## src/rtl/stall_ctrl_pkg.sv

```systemverilog
// stall_ctrl_pkg: shared pipeline constants and types for hazard stall control
package stall_ctrl_pkg;
  localparam logic [4:0] ZERO_REG = 5'd31;
  localparam int NEED_W = 2;
  typedef enum logic {RUN, STALL} state_e;
  typedef logic [NEED_W-1:0] need_t;
endpackage

```

## src/rtl/hazard_match.sv

```systemverilog
// hazard_match: one destination register against both ID sources; X31 never hits
module hazard_match
  import stall_ctrl_pkg::*;
(
  input  logic       wr_i,
  input  logic [4:0] dst_i,
  input  logic [4:0] rn_i,
  input  logic [4:0] rm_i,
  input  logic       use_rn_i,
  input  logic       use_rm_i,
  output logic       hit_o
);
  assign hit_o = wr_i && dst_i != ZERO_REG &&
                 ((use_rn_i && dst_i == rn_i) || (use_rm_i && dst_i == rm_i));
endmodule

```

## src/rtl/stall_ctrl.sv

```systemverilog
// stall_ctrl: pipeline stall/flush control with fixed-length stalls and a saturating bubble counter
module stall_ctrl
  import stall_ctrl_pkg::*;
#(
  parameter int CNT_W = 16
) (
  input  logic             clk,
  input  logic             reset,
  input  logic             fwdEN,
  input  logic             MemRead_EX,
  input  logic             RegWrite_EX,
  input  logic             RegWrite_MEM,
  input  logic [4:0]       targetReg_EX,
  input  logic [4:0]       targetReg_MEM,
  input  logic [4:0]       Rn_ID,
  input  logic [4:0]       Rm_ID,
  input  logic             usesRn_ID,
  input  logic             usesRm_ID,
  input  logic             brTaken_ID,
  output logic             PCWrite,
  output logic             IFID_Write,
  output logic             IDEX_Bubble,
  output logic             IFID_Flush,
  output logic             stalling,
  output logic [CNT_W-1:0] stallCycles
);
  state_e           state_q, state_d;
  need_t            rem_q, rem_d, need;
  logic [CNT_W-1:0] cnt_q, cnt_d;
  logic             ex_hit, mem_hit, lu_hit, bub;
  hazard_match u_ex (
    .wr_i(RegWrite_EX), .dst_i(targetReg_EX), .rn_i(Rn_ID), .rm_i(Rm_ID),
    .use_rn_i(usesRn_ID), .use_rm_i(usesRm_ID), .hit_o(ex_hit)
  );
  hazard_match u_mem (
    .wr_i(RegWrite_MEM), .dst_i(targetReg_MEM), .rn_i(Rn_ID), .rm_i(Rm_ID),
    .use_rn_i(usesRn_ID), .use_rm_i(usesRm_ID), .hit_o(mem_hit)
  );
  hazard_match u_lu (
    .wr_i(RegWrite_EX && MemRead_EX), .dst_i(targetReg_EX), .rn_i(Rn_ID), .rm_i(Rm_ID),
    .use_rn_i(usesRn_ID), .use_rm_i(usesRm_ID), .hit_o(lu_hit)
  );
  // need is only consulted in RUN; in STALL the length latched in rem_q rules
  always_comb begin
    need    = fwdEN ? (lu_hit ? need_t'(1) : need_t'(0))
                    : ex_hit ? need_t'(2) : mem_hit ? need_t'(1) : need_t'(0);
    bub     = !reset && (state_q == STALL || need != '0);
    rem_d   = state_q == STALL ? rem_q - need_t'(1) : (need != '0 ? need - need_t'(1) : '0);
    state_d = rem_d != '0 ? STALL : RUN;
    cnt_d   = (bub && !(&cnt_q)) ? cnt_q + CNT_W'(1) : cnt_q;
  end
  always_ff @(posedge clk or posedge reset) begin
    if (reset) begin
      state_q <= RUN;
      rem_q   <= '0;
      cnt_q   <= '0;
    end else begin
      state_q <= state_d;
      rem_q   <= rem_d;
      cnt_q   <= cnt_d;
    end
  end
  assign PCWrite     = !bub;
  assign IFID_Write  = !bub;
  assign IDEX_Bubble = bub;
  assign IFID_Flush  = !reset && state_q == RUN && brTaken_ID && need == '0;
  assign stalling    = !reset && state_q == STALL;
  assign stallCycles = cnt_q;
endmodule

```

## config.mk

```make
export PLATFORM = sky130hd
export DESIGN_NAME = stall_ctrl
export DESIGN_NICKNAME = d
export VERILOG_FILES = /design/src/rtl/stall_ctrl_pkg.sv /design/src/rtl/hazard_match.sv /design/src/rtl/stall_ctrl.sv
export SDC_FILE = /design/constraint.sdc
export NUM_CORES = 1
export LEC_CHECK = 0
export BUFFER_PORTS_ARGS = -buffer_cell sky130_fd_sc_hd__buf_4
export CAP_MARGIN = 10
export CORE_UTILIZATION = 43
export DETAILED_ROUTE_END_ITERATION = 7
export PLACE_DENSITY = 0.76
export SLEW_MARGIN = 20
export SYNTH_ARGS = -nofsm -noshare
export SYNTH_HDL_FRONTEND = slang
export SYNTH_SLANG_ARGS = --single-unit
```

## constraint.sdc

```tcl
create_clock -name clk -period 1.6 [get_ports clk]
set_clock_uncertainty 0.05 [all_clocks]
set_input_delay 0.16 -clock clk [delete_from_list [all_inputs] [get_ports clk]]
set_output_delay 0.16 -clock clk [all_outputs]
set_load 0.005 [all_outputs]
```

==> flow_summary.toml <==
[sta]
setup-tns-final_ns = -0.620
slew_headroom = 0.792
hold_ws_ns = 0.123
fin_ws_ns = -0.113
setup_viol = 13
worst_pin_slew_ns = 0.312
rsz0062_at_grt = "true"
maxSlewViolCount = 0
post-route-period-util = 1.07
max_freq_mhz = 584
finalCriticalPeriod_ns = 1.71
finalHoldViolCount = 0

[synthesis]
avgSynthCellArea_sq_um = 10.0
yosysWarnings = 0
synth_nets = 155
synth_seq_cells = 19
synthTopCellsByArea = "dfrtp_1, xnor2_1, xor2_1"
synthCells = 125
yosysSeqAreaShare = 0.378
synth_area_sq_mm = 0.00126
yosysTopAreaCell = "dfrtp_1"
yosysUniqueCellTypes = 31
yosys.area.top_type_share = 0.378

[pwr]
vdd_drop_max_uv = 992
power_frac_clock = 0.124
switching_share = 0.333
p_sw_mw = 0.663
p_int_mw = 1.33
p_seq_frac = 0.347
powerDensity_mw_per_mm2 = 928
p_leak_nw = 1.07
power_mw = 1.99
comb_power_share = 0.529

[critical_path]
timing.rr.start = "stallCycles[13]"
worstPathRequired_ns = 1.78
slowest_stage = "dfrtp_1"
critical_path_class = "flip-flop to flip-flop"
end_kind = "flip-flop"
critPathLaunchType = "flip-flop"
max_stage_delay_ns = 0.41
cp.arrival_ns = 1.89
crit_chain = "nand4_1, inv_1, nand3_2, o2111a_1, nand3_4, nor4b_4, xor2_1"
crit_fanout = 4
reg2regPathDepth = 7
r2r-end = "stallCycles[13]"
reg2reg_slack_ns = -0.11

[routing]
vias = 1264
drc_errors = 0
final_antenna_net_count = 0
drt_iter0_markers = 23
routed_wl_microns = 3610
vias_per_cell = 5.29
firstDrtPassIters = 4
avgRoutedWirePerCell_microns = 15.1

[grt]
grt_max_degree = 20
grtUsageTotal = 0.225
grt_pass1_vias = 1240
grt_antenna_before_repair = 0
grt_pass1_wl_microns = 5510
overflow = 0

[finish]
drive_above_1_share = 0.582
diodes = 0
final_common_cell = "buf_4"
area_growth_pct = 71.1
mostFrequentLayoutCells = "buf_4, dfrtp_1, xnor2_1"
fin_util = 0.779
fin_nets = 239

[clock_tree]
insertion_delay_ns = 0.31
clk_pin_slew_ns = 0.11
cts.sinks = 19
clock_path_buffers = 2
cts_buffers = 3
cts_tree = "built"
root_buffer = "clkbuf_4"
cts_max_level = 1

[die]
io_pins = 50
fp-row-count = 19
dieArea_sq_mm = 0.00314
core_area_sq_mm = 0.00276
start_util = 0.456
die_x_microns = 56.1
dieHeight_microns = 56.1

[outcome]
violations = "negative setup slack"
outcome = "finished with violations"

[worst_hold_path]
hold_end = "rem_q[0]"
hold_path_depth = 3
hold_path.class = "primary input to flip-flop"
worstHoldStart = "fwdEN"

[flow_run]
maxCapViolations = 0

[place]
place_congestion = 0.787
portBuffers = 49
dp_hpwl_microns = 2510
-- what timing repair did --
action                                  4_1_cts  5_1_grt
pin swaps                                     5       13
gates resized for setup                      20       17
endpoints found under the hold margin        19        0
hold buffers                                  1        0
buffers inserted                              2        7
endpoints found under the setup margin       14       18
-- stage by stage --
| stage | std cells | setup slack, ns | cell area, sq um |
|---|---|---|---|
| 6_report | 239 | -0.113 | 2150 |
| 5_1_grt | 239 | -0.174 | 2150 |
| 4_1_cts | 232 | -0.0894 | 2020 |
| 3_5_place_dp | 225 | -0.301 | 1850 |
| 3_3_place_gp | 225 | -0.220 | 1850 |
| 2_1_floorplan | 125 | -0.0534 | 1300 |
-- logic make-up after synthesis --
| family | share of synthesized area |
|---|---|
| multiplexers | 0.0179 |
| AND/OR/NAND/NOR | 0.242 |
| adder cells (fa/ha/maj) | 0.00996 |
| AO/OA/AOI/OAI | 0.0717 |
| buffers and inverters | 0.0359 |
| flip-flops | 0.378 |
| XOR/XNOR | 0.244 |
-- registers in the layout, summed over array words and instances (netlist names) --
register	count
rem_q	2
stallCycles	16
state_q	1
-- final cells by class --
| class | count | area, sq um |
|---|---|---|
| multi-input combinational | 97 | 928 |
| tap | 31 | 38.8 |
| fill | 169 | 608 |
| clock inverter | 1 | 5.00 |
| timing repair buffer | 81 | 652 |
| clock buffer | 3 | 22.5 |
| inverter | 7 | 26.3 |
| sequential | 19 | 477 |
-- power groups by stage --
stage | logic, mW | registers, mW | clock network (mW)
finish | 1.05 | 0.692 | 0.247
detailed placement | 0.880 | 0.692 | 0
CTS | 0.946 | 0.688 | 0.253
floorplan | 0.411 | 0.715 | 0
global route | 1.14 | 0.708 | 0.278
global placement | 0.831 | 0.685 | 0
-- cells in the mapped netlist --
master,count
a21oi_1,1
ha_1,1
nand2_1,14
o2111a_1,1
xnor2_1,25
or4b_2,1
buf_6,1
a311oi_2,1
and4_1,3
nand4_1,6
nor2_1,3
mux2_1,2
nor4b_4,1
inv_1,7
o22ai_1,2
and2_1,3
or2_2,1
and3_4,1
xor2_1,10
a21oi_2,1
or3_1,1
nor4_2,3
o21ai_1,1
a21o_1,1
a211oi_4,1
and3_1,2
nor3_1,2
nand3_1,8
o21ai_0,1
buf_4,1
dfrtp_1,19
-- critical path: cells and delay by family, from the launching register on --
kind / cells / cell delay (ns)
compound gates: 1 / 0.26
flops: 1 / 0.41
xor+xnor: 1 / 0.20
buf+inv: 1 / 0.08
simple gates: 4 / 0.64
-- per-layer routing --
metal  track usage  vias to the layer above  routed length, microns
met5             0                        -                       0
met4        0.0941                        0                     106
met3        0.0302                       10                     162
met2         0.415                       62                    1940
met1         0.259                      594                    1400
li1              -                      598                       -
-- worst max-delay path by stage --
stage                       to        startpoint  cells after the start  slack [ns]
6_report       stallCycles[13]   stallCycles[13]                      7       -0.11
5_1_grt         stallCycles[3]   stallCycles[13]                      7       -0.17
4_1_cts        stallCycles[13]   stallCycles[14]                      7       -0.09
3_5_place_dp   stallCycles[10]  targetReg_MEM[3]                      8       -0.30
3_3_place_gp   stallCycles[10]          Rm_ID[4]                      8       -0.22
2_1_floorplan   stallCycles[7]    stallCycles[4]                      7       -0.05
No activity file was read; power rests on OpenSTA's default activity.
